[src/rtl/id_scanner.sv]
// rtl/id_scanner.sv - byte-serial letter+ digit+ identifier scanner with length and count tracking
//
// Purpose:
//   Classifies each sampled character as letter (L), digit (D) or delimiter (X)
//   and tracks whether the current token has the form L+ D+ and fits in MAX_LEN
//   characters. Completed identifiers, meaning a delimiter that ends a legal
//   token, are counted, and their length is latched.
//
// Ports:
//   clk       in   1      system clock, rising edge
//   reset     in   1      synchronous active-high reset
//   valid     in   1      char is sampled on this edge only when 1
//   char      in   8      ASCII character
//   out       out  1      current token is a legal identifier (DIGIT state)
//   err       out  1      current token is illegal (FAIL state)
//   len       out  LEN_W  characters in current token, saturating at all-ones
//   last_len  out  LEN_W  length of the most recently completed identifier
//   id_count  out  CNT_W  completed identifiers, wraps modulo 2^CNT_W

module id_scanner #(
    parameter int MAX_LEN  = 8,
    parameter int LEN_W    = 4,
    parameter int CNT_W    = 8,
    parameter int ALLOW_US = 0
) (
    input  logic             clk,
    input  logic             reset,
    input  logic             valid,
    input  logic [7:0]       char,
    output logic             out,
    output logic             err,
    output logic [LEN_W-1:0] len,
    output logic [LEN_W-1:0] last_len,
    output logic [CNT_W-1:0] id_count
);

    typedef enum logic [1:0] {
        S_IDLE  = 2'd0,
        S_ALPHA = 2'd1,
        S_DIGIT = 2'd2,
        S_FAIL  = 2'd3
    } state_e;

    // One extra bit so the incremented length can exceed MAX_LEN and the
    // all-ones saturation point without wrapping before the comparison.
    localparam logic [LEN_W:0]   MAX_LEN_V = (LEN_W+1)'(MAX_LEN);
    localparam logic [LEN_W-1:0] LEN_SAT   = {LEN_W{1'b1}};

    state_e           state_q, state_d;
    logic [LEN_W-1:0] len_q, len_d;
    logic [LEN_W-1:0] last_len_q, last_len_d;
    logic [CNT_W-1:0] count_q, count_d;

    logic             is_letter;
    logic             is_digit;
    logic [LEN_W:0]   nl;

    // Character classification
    always_comb begin
        is_letter = 1'b0;
        is_digit  = 1'b0;
        if ((char >= 8'h61) && (char <= 8'h7A)) begin
            is_letter = 1'b1;
        end
        if ((char >= 8'h41) && (char <= 8'h5A)) begin
            is_letter = 1'b1;
        end
        if ((ALLOW_US != 0) && (char == 8'h5F)) begin
            is_letter = 1'b1;
        end
        if ((char >= 8'h30) && (char <= 8'h39)) begin
            is_digit = 1'b1;
        end
    end

    assign nl = {1'b0, len_q} + (LEN_W+1)'(1);

    // Next-state, length and completion logic
    always_comb begin
        state_d    = state_q;
        len_d      = len_q;
        last_len_d = last_len_q;
        count_d    = count_q;

        if (valid) begin
            if (is_letter || is_digit) begin
                case (state_q)
                    S_IDLE:  state_d = is_letter ? S_ALPHA : S_FAIL;
                    S_ALPHA: state_d = is_letter ? S_ALPHA : S_DIGIT;
                    S_DIGIT: state_d = is_letter ? S_FAIL  : S_DIGIT;
                    default: state_d = S_FAIL;
                endcase

                // Over-length tokens fail regardless of their shape.
                if (nl > MAX_LEN_V) begin
                    state_d = S_FAIL;
                end

                // Keep counting inside FAIL, but hold at all-ones.
                len_d = (len_q == LEN_SAT) ? LEN_SAT : nl[LEN_W-1:0];
            end else begin
                state_d = S_IDLE;
                len_d   = '0;
                if (state_q == S_DIGIT) begin
                    count_d    = count_q + CNT_W'(1);
                    last_len_d = len_q;
                end
            end
        end
    end

    always_ff @(posedge clk) begin
        if (reset) begin
            state_q    <= S_IDLE;
            len_q      <= '0;
            last_len_q <= '0;
            count_q    <= '0;
        end else begin
            state_q    <= state_d;
            len_q      <= len_d;
            last_len_q <= last_len_d;
            count_q    <= count_d;
        end
    end

    assign out      = (state_q == S_DIGIT);
    assign err      = (state_q == S_FAIL);
    assign len      = len_q;
    assign last_len = last_len_q;
    assign id_count = count_q;

endmodule

[config.mk]
export PLATFORM = sky130hd
export DESIGN_NAME = id_scanner
export DESIGN_NICKNAME = d
export VERILOG_FILES = /design/src/rtl/id_scanner.sv
export SDC_FILE = /design/constraint.sdc
export NUM_CORES = 1
export LEC_CHECK = 0
export BUFFER_PORTS_ARGS = -buffer_cell sky130_fd_sc_hd__buf_2
export CORE_AREA = 2 2 50 52
export CTS_CLUSTER_SIZE = 24
export DETAILED_ROUTE_END_ITERATION = 12
export DIE_AREA = 0 0 52 54
export GPL_ROUTABILITY_DRIVEN = 0
export PLACE_DENSITY = 0.7
export REMOVE_ABC_BUFFERS = 1
export SLEW_MARGIN = 20
export SYNTH_ARGS = -nofsm -noshare
export SYNTH_HDL_FRONTEND = slang
export SYNTH_SLANG_ARGS = --single-unit
[constraint.sdc]
create_clock -name clk -period 1.6 [get_ports clk]
set_input_delay 0.08 -clock clk [delete_from_list [all_inputs] [get_ports clk]]
set_output_delay 0.08 -clock clk [all_outputs]
set_load 0.1 [all_outputs]
==> flow_summary.json <==
{
  "place_inst": 171,
  "r2r_setup_slack_ns": 0.15,
  "wl_per_cell_microns": 12.32,
  "vdd_ir_drop_max_uv": 447.0,
  "ys.flop_type": "dfxtp_1",
  "ys_top_cells_by_count": "18 x dfxtp_1, 10 x nor2_1, 8 x a21oi_1, 7 x o21ai_0, 6 x nand3_1",
  "grt.overflow.total": 0,
  "fin_cells": 174,
  "avgSynthCellArea_sq_um": 8.609,
  "numCtsBuffers": 3,
  "synthArstFlopShare": 0,
  "hold_viol": 0,
  "setup_viol": 0,
  "grt_use_total": 0.1685,
  "finClkSkew_ns": 0.007511,
  "period_share": 0.9501,
  "grt_start_max_net_pins": 20,
  "io_pins": 29,
  "arrival_ns": 1.74,
  "cp_slowest_stage_delay_ns": 0.53,
  "worstPathCellList": "buf_2 > or4_1 > o22ai_2 > o211ai_4 > buf_4 > or3_1 > a21oi_1",
  "synth_area_sq_um": 938.4,
  "timing.fmax_ghz": 0.6578,
  "dr.pass1.iters": 4,
  "r2r_cells": 5,
  "synth_edf_count": 0,
  "clkPwrFrac": 0.271,
  "p_switching_w": 0.0002245,
  "worst_pin_slew_ns": 0.4719,
  "synth_top_area_share": 0.3840,
  "synth_seq_cells": 18,
  "die-area_sq_mm": 0.002808,
  "dp_hpwl_microns": 1703,
  "cp-end-kind": "register",
  "cap_viol_max_count": 0,
  "hold-path-endpoint": "len[2]$_SDFFE_PP0P_",
  "die_w_microns": 52,
  "drtIter0Drc": 13,
  "start_util": 0.4045,
  "synth_warnings": 0,
  "slew_headroom": 0.6821,
  "grt_pass1_wl_microns": 3622,
  "cts_max_level": 1,
  "clk_latency_ns": 0.29,
  "cp_top_family": "simple AND/OR/NAND/NOR gates",
  "cp-start-kind": "primary input",
  "clk_path_buf_depth": 2,
  "p_int_w": 0.0005828,
  "wl_microns": 2144,
  "path_buf_inv": 2,
  "areaGrowthSynthToFinish_pct": 27.60,
  "antenna_found_initial": 0,
  "swShare": 0.2781,
  "post_cts_buffers": 0,
  "ys_top_cells_by_area": "dfxtp_1 38%, mux2i_1 5.3%, a21oi_1 4.3%",
  "rr_endpoint": "id_count[3]$_SDFFE_PP0P_",
  "ys_seq_area_frac": 0.3840,
  "worst_r2r_startpoint": "state_q[0]$_SDFFE_PP0P_",
  "coreArea_sq_mm": 0.002320,
  "cts_sinks": 18,
  "drive_gt1_frac": 0.3333,
  "nNetsFinal": 160,
  "synth_cells": 109,
  "leakagePower_nw": 0.5251,
  "min_path_cells": 3,
  "yosysTopAreaCell": "dfxtp_1",
  "min_from": "valid",
  "drc": 0,
  "crit_required_ns": 1.82,
  "seq_power_share": 0.572,
  "grt_pass1_vias": 856,
  "layout_min_cycle_time_ns": 1.520,
  "hold_class": "primary input to register",
  "fillCellCount": 228,
  "cts-root-buf": "clkbuf_4",
  "tns_ns": 0,
  "placementRows": 18,
  "routed-via-count": 980,
  "portBuffers": 28,
  "status": "completed",
  "crit_slowest_cell": "or4_1",
  "n_antenna_cell": 0,
  "worstSetupPathType": "primary input to register",
  "via_per_inst": 5.632,
  "die_h_microns": 54,
  "worstPathMaxFanout": 10,
  "slew_viol_final": 0,
  "pwr_density_cell_mw_per_mm2": 674.2,
  "power_frac_comb": 0.157,
  "synth.distinct_cells": 35,
  "cts_tree": "yes",
  "whs_ns": 0.1372,
  "clk_pin_slew_ns": 0.09,
  "synth.most_common_cell": "dfxtp_1",
  "grt_setup_unrepaired": "yes",
  "ant_nets": 0
}
-- layout make-up --
cell class | instances | area, sq um | area share
sequential | 18 | 361.6 | 0.3020
multi-input combinational | 81 | 549.3 | 0.4587
clock buffer | 3 | 22.52 | 0.01881
tap | 30 | 37.54 | 0.03135
timing repair buffer | 37 | 207.7 | 0.1735
inverter | 5 | 18.77 | 0.01567
-- cell families after synthesis --
family,count (synthesis),synth area share
buffers and inverters,10,0.04267
AND/OR/NAND/NOR,40,0.2240
adder cells (fa/ha/maj),3,0.04000
AO/OA/AOI/OAI,31,0.2373
multiplexers,5,0.05334
XOR/XNOR,2,0.01867
flip-flops,18,0.3840
-- per-layer routing --
layer	global-route usage	vias to the layer above	share of wire
met2	0.2996	37	0.49
met5	0	-	0
met3	0.02500	2	0.065
met4	0.04825	0	0.0075
li1	-	480	-
met1	0.2108	461	0.43
-- cells in the final DEF (no fill, tap or decap), types with 2 or more instances in the layout --
cell type,n
buf_4,9
buf_2,28
a31oi_1,2
nor2_1,10
o41ai_1,2
o311ai_0,2
nand2_1,5
a211oi_1,2
ha_1,3
or3_1,3
a21oi_1,8
dfxtp_1,17
inv_1,5
nand2b_1,2
or4_1,2
o21ai_0,7
clkbuf_4,3
nand3_1,6
nand4_1,4
or2_2,3
mux2i_1,5
-- power by group through the flow --
stage                     Clock [W]  Sequential (W)  Combinational, W
after floorplan                   0        0.000490         0.0000566
after global placement            0        0.000471          0.000121
after detailed placement          0        0.000471          0.000125
after CTS                  0.000229        0.000461          0.000125
after global routing       0.000241        0.000464          0.000136
final                      0.000219        0.000462          0.000126
-- worst max path at each step --
stage                                    end  slack [ns]  cells after the start                     from
floorplan            state_q[0]$_SDFFE_PP0P_       -0.62                      6      len[0]$_SDFFE_PP0P_
global placement    id_count[4]$_SDFFE_PP0P_       -0.16                      7                  char[4]
detailed placement  id_count[3]$_SDFFE_PP0P_       -0.23                      7                  char[4]
CTS                 id_count[3]$_SDFFE_PP0P_        0.08                      6  state_q[1]$_SDFFE_PP0P_
global route        id_count[3]$_SDFFE_PP0P_      -0.006                      7                  char[4]
finish              id_count[3]$_SDFFE_PP0P_        0.08                      7                  char[4]
-- worst min-delay path, cell delays in order --
cell and delay [ns]:
buf_2 0.09, buf_4 0.14, a211oi_1 0.07
-- sequential cells by signal, summed over array words and instances (netlist names) --
name and count:
len 4, last_len 4, state_q 2, id_count 8
-- per-stage QoR --
| step | instance area, sq um | setup slack, ns | power, W | utilization |
|---|---|---|---|---|
| final | 1197 | 0.07987 | 0.0008073 | 0.5162 |
| after global routing | 1197 | -0.005853 | 0.0008411 | 0.5162 |
| after CTS | 1185 | 0.07657 | 0.0008154 | 0.5108 |
| after detailed placement | 1162 | -0.2263 | 0.0005963 | 0.5011 |
| after global placement | 1162 | -0.1628 | 0.0005921 | 0.5011 |
| after floorplan | 917.1 | -0.6231 | 0.0005469 | - |
-- what timing repair did --
action	CTS	global route
gates resized for setup	0	3
hold buffers	0	0
endpoints found under the setup margin	0	6
Note: power is estimated with default switching activity, not from simulation.
